File: config.mk
export PLATFORM = sky130hd
export DESIGN_NAME = gbf_pingpong_ctrl
export DESIGN_NICKNAME = d
export VERILOG_FILES = /design/src/rtl/gbf_pingpong_ctrl.sv
export SDC_FILE = /design/constraint.sdc
export NUM_CORES = 1
export LEC_CHECK = 0
export ABC_CLOCK_PERIOD_IN_PS = 2200
export CAP_MARGIN = 20
export CORE_ASPECT_RATIO = 1.4
export CORE_MARGIN = 5
export CORE_UTILIZATION = 49
export DETAILED_ROUTE_END_ITERATION = 10
export PLACE_DENSITY = 0.76
export SYNTH_ARGS = -nofsm -noshare
export SYNTH_HDL_FRONTEND = slang
export SYNTH_SLANG_ARGS = --single-unit
File: constraint.sdc
create_clock -name clk_i -period 2.2 [get_ports clk_i]
set_input_delay 0.22 -clock clk_i [delete_from_list [all_inputs] [get_ports clk_i]]
set_output_delay 0.22 -clock clk_i [all_outputs]
set_load 0.05 [all_outputs]
File: src/rtl/gbf_pingpong_ctrl.sv
// ----------------------------------------------------------------------------
// gbf_pingpong_ctrl
//   Sequences one double-buffered global buffer (bank 1 / bank 2) holding
//   either activations or weights.  The loader fills the empty bank through
//   port a, while the array reads the full bank through port b.  Each tile is
//   replayed cfg_reuse_i times and then the bank is released back to the
//   loader.
//
// Ports
//   clk_i              clock, all state on the rising edge
//   rst_n_i            asynchronous active-low reset
//   start_i            pulse: IDLE -> RUN, cfg_reuse_i sampled this cycle
//   finish_i           pulse: synchronous abort to IDLE, wins over start_i
//   cfg_reuse_i        reads of each tile before release (0 behaves as 1)
//   ld_valid_i         loader presents a line
//   ld_last_i          last line of the tile (qualified by ld_valid_i)
//   ld_ready_o         line accepted when ld_valid_i & ld_ready_o
//   en1a_o, we1a_o     bank 1 port-a enable / write enable
//   en2a_o, we2a_o     bank 2 port-a enable / write enable
//   addra_o            port-a write address (shared by both banks)
//   gbf1_need_data_o   bank 1 empty and next to be filled
//   gbf2_need_data_o   bank 2 empty and next to be filled
//   rd_req_i           array requests the next line
//   data_avail_o       bank under read is full, rd_req_i is accepted
//   en1b_o, en2b_o     bank port-b read enables
//   addrb_o            port-b read address
//   rd_valid_o         bank read data valid (one cycle after accept)
//   rd_bank_o          bank under read (0 = bank 1, 1 = bank 2)
//   tile_done_o        one-cycle pulse after a bank is released
// ----------------------------------------------------------------------------
module gbf_pingpong_ctrl #(
    parameter int unsigned GBF_DATA_BITWIDTH = 512,
    parameter int unsigned GBF_ADDR_BITWIDTH = 5,
    parameter int unsigned GBF_DEPTH         = 32,
    parameter int unsigned REUSE_BITWIDTH    = 8
) (
    input  logic                         clk_i,
    input  logic                         rst_n_i,
    input  logic                         start_i,
    input  logic                         finish_i,
    input  logic [REUSE_BITWIDTH-1:0]    cfg_reuse_i,
    input  logic                         ld_valid_i,
    input  logic                         ld_last_i,
    output logic                         ld_ready_o,
    output logic                         en1a_o,
    output logic                         we1a_o,
    output logic                         en2a_o,
    output logic                         we2a_o,
    output logic [GBF_ADDR_BITWIDTH-1:0] addra_o,
    output logic                         gbf1_need_data_o,
    output logic                         gbf2_need_data_o,
    input  logic                         rd_req_i,
    output logic                         data_avail_o,
    output logic                         en1b_o,
    output logic                         en2b_o,
    output logic [GBF_ADDR_BITWIDTH-1:0] addrb_o,
    output logic                         rd_valid_o,
    output logic                         rd_bank_o,
    output logic                         tile_done_o
);

    localparam int unsigned AB = GBF_ADDR_BITWIDTH;
    localparam int unsigned RB = REUSE_BITWIDTH;
    localparam logic [AB-1:0] LAST_ADDR = AB'(GBF_DEPTH - 1);

    // The line width only documents the bank; reject nonsensical geometry.
    if (GBF_DATA_BITWIDTH == 0 || GBF_DEPTH == 0 || GBF_DEPTH > (1 << AB)) begin : g_cfg_check
        $error("gbf_pingpong_ctrl: invalid bank geometry");
    end

    typedef enum logic {
        ST_IDLE,
        ST_RUN
    } state_t;

    state_t        state_q, state_d;
    logic [1:0]    full_q, full_d;        // bit 0 = bank 1, bit 1 = bank 2
    logic          wsel_q, wsel_d;
    logic          rsel_q, rsel_d;
    logic [AB-1:0] waddr_q, waddr_d;
    logic [AB-1:0] raddr_q, raddr_d;
    logic [AB:0]   len1_q, len1_d;        // one extra bit: a tile may be GBF_DEPTH long
    logic [AB:0]   len2_q, len2_d;
    logic [RB-1:0] reuse_q, reuse_d;
    logic [RB-1:0] reuse_cnt_q, reuse_cnt_d;
    logic          rd_valid_q, rd_valid_d;
    logic          tile_done_q, tile_done_d;

    logic          run;
    logic          need1, need2;
    logic          wr_acc, wr_end;
    logic          avail, rd_acc, rd_wrap, last_pass, rel;
    logic [AB:0]   len_cur;

    // ------------------------------------------------------------------
    // Handshake decode, purely from registered state
    // ------------------------------------------------------------------
    always_comb begin
        run       = (state_q == ST_RUN);
        need1     = run & ~wsel_q & ~full_q[0];
        need2     = run &  wsel_q & ~full_q[1];
        wr_acc    = ld_valid_i & (wsel_q ? need2 : need1);
        wr_end    = wr_acc & (ld_last_i | (waddr_q == LAST_ADDR));
        avail     = run & (rsel_q ? full_q[1] : full_q[0]);
        rd_acc    = rd_req_i & avail;
        len_cur   = rsel_q ? len2_q : len1_q;
        rd_wrap   = (({1'b0, raddr_q} + (AB+1)'(1)) == len_cur);
        last_pass = (({1'b0, reuse_cnt_q} + (RB+1)'(1)) == {1'b0, reuse_q});
        rel       = rd_acc & rd_wrap & last_pass;
    end

    // ------------------------------------------------------------------
    // Next state
    // ------------------------------------------------------------------
    always_comb begin
        state_d     = state_q;
        full_d      = full_q;
        wsel_d      = wsel_q;
        rsel_d      = rsel_q;
        waddr_d     = waddr_q;
        raddr_d     = raddr_q;
        len1_d      = len1_q;
        len2_d      = len2_q;
        reuse_d     = reuse_q;
        reuse_cnt_d = reuse_cnt_q;
        // A read issued in the finish cycle still drives the bank, but its
        // data is never flagged valid.
        rd_valid_d  = rd_acc & ~finish_i;
        tile_done_d = rel & ~finish_i;

        unique case (state_q)
            ST_IDLE: begin
                if (start_i && !finish_i) begin
                    state_d = ST_RUN;
                    reuse_d = (cfg_reuse_i == '0) ? RB'(1) : cfg_reuse_i;
                end
            end
            ST_RUN: begin
                if (finish_i) begin
                    state_d     = ST_IDLE;
                    full_d      = '0;
                    wsel_d      = 1'b0;
                    rsel_d      = 1'b0;
                    waddr_d     = '0;
                    raddr_d     = '0;
                    len1_d      = '0;
                    len2_d      = '0;
                    reuse_cnt_d = '0;
                end else begin
                    // Fill and release always touch different banks, so
                    // both may update full_d in the same cycle.
                    if (wr_acc) begin
                        if (wr_end) begin
                            if (wsel_q) len2_d = {1'b0, waddr_q} + (AB+1)'(1);
                            else        len1_d = {1'b0, waddr_q} + (AB+1)'(1);
                            full_d[wsel_q] = 1'b1;
                            waddr_d        = '0;
                            wsel_d         = ~wsel_q;
                        end else begin
                            waddr_d = waddr_q + AB'(1);
                        end
                    end
                    if (rd_acc) begin
                        if (rd_wrap) begin
                            raddr_d = '0;
                            if (last_pass) begin
                                full_d[rsel_q] = 1'b0;
                                rsel_d         = ~rsel_q;
                                reuse_cnt_d    = '0;
                            end else begin
                                reuse_cnt_d = reuse_cnt_q + RB'(1);
                            end
                        end else begin
                            raddr_d = raddr_q + AB'(1);
                        end
                    end
                end
            end
            default: state_d = ST_IDLE;
        endcase
    end

    always_ff @(posedge clk_i or negedge rst_n_i) begin
        if (!rst_n_i) begin
            state_q     <= ST_IDLE;
            full_q      <= '0;
            wsel_q      <= 1'b0;
            rsel_q      <= 1'b0;
            waddr_q     <= '0;
            raddr_q     <= '0;
            len1_q      <= '0;
            len2_q      <= '0;
            reuse_q     <= '0;
            reuse_cnt_q <= '0;
            rd_valid_q  <= 1'b0;
            tile_done_q <= 1'b0;
        end else begin
            state_q     <= state_d;
            full_q      <= full_d;
            wsel_q      <= wsel_d;
            rsel_q      <= rsel_d;
            waddr_q     <= waddr_d;
            raddr_q     <= raddr_d;
            len1_q      <= len1_d;
            len2_q      <= len2_d;
            reuse_q     <= reuse_d;
            reuse_cnt_q <= reuse_cnt_d;
            rd_valid_q  <= rd_valid_d;
            tile_done_q <= tile_done_d;
        end
    end

    // ------------------------------------------------------------------
    // Outputs
    // ------------------------------------------------------------------
    always_comb begin
        gbf1_need_data_o = need1;
        gbf2_need_data_o = need2;
        ld_ready_o       = wsel_q ? need2 : need1;
        en1a_o           = wr_acc & ~wsel_q;
        we1a_o           = wr_acc & ~wsel_q;
        en2a_o           = wr_acc &  wsel_q;
        we2a_o           = wr_acc &  wsel_q;
        addra_o          = waddr_q;
        data_avail_o     = avail;
        en1b_o           = rd_acc & ~rsel_q;
        en2b_o           = rd_acc &  rsel_q;
        addrb_o          = raddr_q;
        rd_valid_o       = rd_valid_q;
        rd_bank_o        = rsel_q;
        tile_done_o      = tile_done_q;
    end

endmodule

==> run summary <==
Cells after Synth: 263
hpwl dp: 4750 um
Residual DRC: 0
Worst path top cell family by delay: compound AO/OA/AOI/OAI gates
maximum VDD drop: 602 uV
post-synthesis net count: 282
largest fanout on the critical path: 9
chip height: 96.9 um
FP Rows: 31
Final period util: 101%
relative slew slack: 41.9%
status: finished, violations left
IO buf count: 37
global-route usage over all layers: 18.6%
max-slew violation count: 0
Crit-path slowest cell: dfrtp_2
worst path buffer plus inverter count: 3
io pins: 38
syn avg cell area: 10.1 um2
biggest cell delay along the critical path: 440 ps
Post-Syn Area: 2650 um2
Final setup viols: 2
CP arrival: 2400 ps
Synth cell types: 54
htree depth: 2
failing checks: negative setup slack
CP dominant cell by count: buf_6
Tightest Pin Transition: 872 ps
n_diodes: 0
Core Footprint: 5200 um2
Clk Latency, worst-skew pair: 290 ps
Async SR Flop Fraction: 100%
commonest register cell after synthesis: dfrtp_1
RSZ-0062 raised after global routing: yes
clk_skew: 4.20 ps
clk slew on worst S/H paths: 80 ps
total grt overflow: 0
nets: 346
total clock sinks: 45
Routed WL: 6350 um
largest net degree at the start of global routing: 40
Hold Crit Class: in -> async
final hold vios: 0
CTS tree: done
Max Fclk: 451 MHz
Final Worst Setup Slack: -16.6 ps
Via-to-Cell Ratio: 5.57
CTS Buf Count: 5
Leak: 0.00154 uW
critical path, cell by cell: buf_6, mux2i_4, nand2b_1, a211o_1, buf_4, o31ai_4, buf_6, nand2_4, a221o_1
initial antenna violation count: 0
Vias: 2,196
min Tclk post-route: 2220 ps
most common cell after layout, fill and taps aside: buf_4
root buf cell: clkbuf_8
Area Growth Syn to Fin: 32.2%
Seq/Total Area, Yosys: 42.6%
Yosys Warn Count: 0
crit path kind: reg -> reg
synthesis-stage register bit count: 45
share of cells above drive strength 1: 31.7%
Die Width: 72.1 um
initial drt markers: 81
Avg WL per Cell: 16.1 um
Finished Core Util: 67.3%
CP Capture Type: register
1st-pass router iterations: 4
fin cells: 394
Initial Util: 50.9%
first-pass GRT wire length: 10,500 um
DIE AREA: 6990 um2
Max-Cap Viols: 0
number of antenna-violating nets in the routed design: 0
number of synthesized flops with an enable pin: 0
vias in the first global route: 2,242
startpoint types: register
Max Root-Sink Buffers: 2
GP Congestion: 0.784
commonest cells after routing, fill and taps aside: buf_4 (38), dfrtp_1 (37), clkdlybuf4s50_1 (28)
pwr/cell area: 796 nW/um2
DP Cell Count: 381
Critical Path RT: 2380 ps
[cells by family (layout without fill, tap and decap cells)]
logic type	Yosys count	count (layout)	synth area share [%]
compound gates	57	57	16.3
xor+xnor	17	17	6.20
fa+ha+maj	4	4	1.89
buf+inv	18	83	3.41
flops	45	45	42.6
mux	27	27	11.2
simple gates	95	95	18.4
[path summary, 6_finish.rpt]
check                                      startpoint                          to  slack (ps)  cells past startpoint
worst min register to register  len1_q[0]$_DFFE_PN0P_       len1_q[0]$_DFFE_PN0P_         510                      1
worst max-delay path            rd_bank_o$_DFFE_PN0P_  reuse_cnt_q[7]$_DFFE_PN0P_         -20                      9
worst max register to register  rd_bank_o$_DFFE_PN0P_  reuse_cnt_q[7]$_DFFE_PN0P_         -20                      9
worst min-delay path                          rst_n_i      reuse_q[6]$_DFFE_PN0P_          30                      1
min in group clk_i              len1_q[0]$_DFFE_PN0P_       len1_q[0]$_DFFE_PN0P_         510                      1
max in group asynchronous                     rst_n_i      addrb_o[0]$_DFFE_PN0P_        1550                      1
[stage by stage]
step | area, um2 | total power, uW | setup slack (ps) | hold WS [ps] | TNS (ps)
2_1_floorplan | 2740 | 1800 | -24.0 | -75.6 | -47.9
3_3_place_gp | 3310 | 2140 | 57.0 | 387 | 0
3_5_place_dp | 3310 | 2170 | 4.41 | 394 | 0
6_report | 3500 | 2780 | -16.6 | 28.8 | -33.2
4_1_cts | 3420 | 2720 | 6.79 | 76.8 | 0
5_1_grt | 3500 | 2950 | -110 | 106 | -764
[sequential cells by signal, indices dropped and copies added, names as in the netlist]
name,count
addra_o,5
addrb_o,5
full_q,2
len1_q,6
len2_q,6
rd_bank_o,1
rd_valid_o,1
reuse_cnt_q,8
reuse_q,8
run,1
tile_done_o,1
wsel_q,1
[repair_timing]
| item | CTS | global route |
|---|---|---|
| endpoints found under the setup margin | 2 | 22 |
| hold buffers | 0 | 0 |
| gates resized for setup | 1 | 9 |
| setup buffers | 0 | 5 |
| pin swaps | 0 | 6 |
[report_power, final]
part / internal (uW) / switching [uW] / total [uW] / leakage (uW)
clock: 284 / 266 / 550 / 0.0000542
combinational: 539 / 608 / 1150 / 0.000912
sequential: 956 / 131 / 1090 / 0.000574
total: 1780 / 1000 / 2780 / 0.00154
[metal layers]
layer	track usage, %	wire length (um)
met5	0	0
met4	5.64	119
met3	3.01	182
met2	34.5	3670
met1	21.0	2380
[cell type report]
type	count	area (um2)
fillers	415	1700
multi-input cells	200	1540
flip-flops and latches	45	1140
repair buffers	71	624
clock buffers	7	96.3
well taps	66	82.6
inverters	4	15.0
clock inverters	1	5.00
[Yosys cell counts (3+ instances only)]
cell type	instances	area, um2
a21oi_1	9	45.0
a22o_1	4	35.0
and3_1	5	31.3
buf_2	5	25.0
clkbuf_1	5	18.8
dfrtp_1	45	1130
ha_1	4	50.1
inv_1	4	15.0
mux2_2	21	236
mux2i_1	6	60.1
nand2_1	23	86.3
nand2b_1	3	18.8
nand3_1	9	45.0
nand4_1	3	18.8
nor2_1	23	86.3
nor2b_1	6	37.5
nor3_1	8	40.0
nor3b_1	3	22.5
nor4_1	3	18.8
o211ai_1	5	37.5
o21ai_0	14	70.1
o21ai_1	3	15.0
xnor2_1	9	78.8
xor2_1	7	61.3
(Power assumes the default switching activity.)
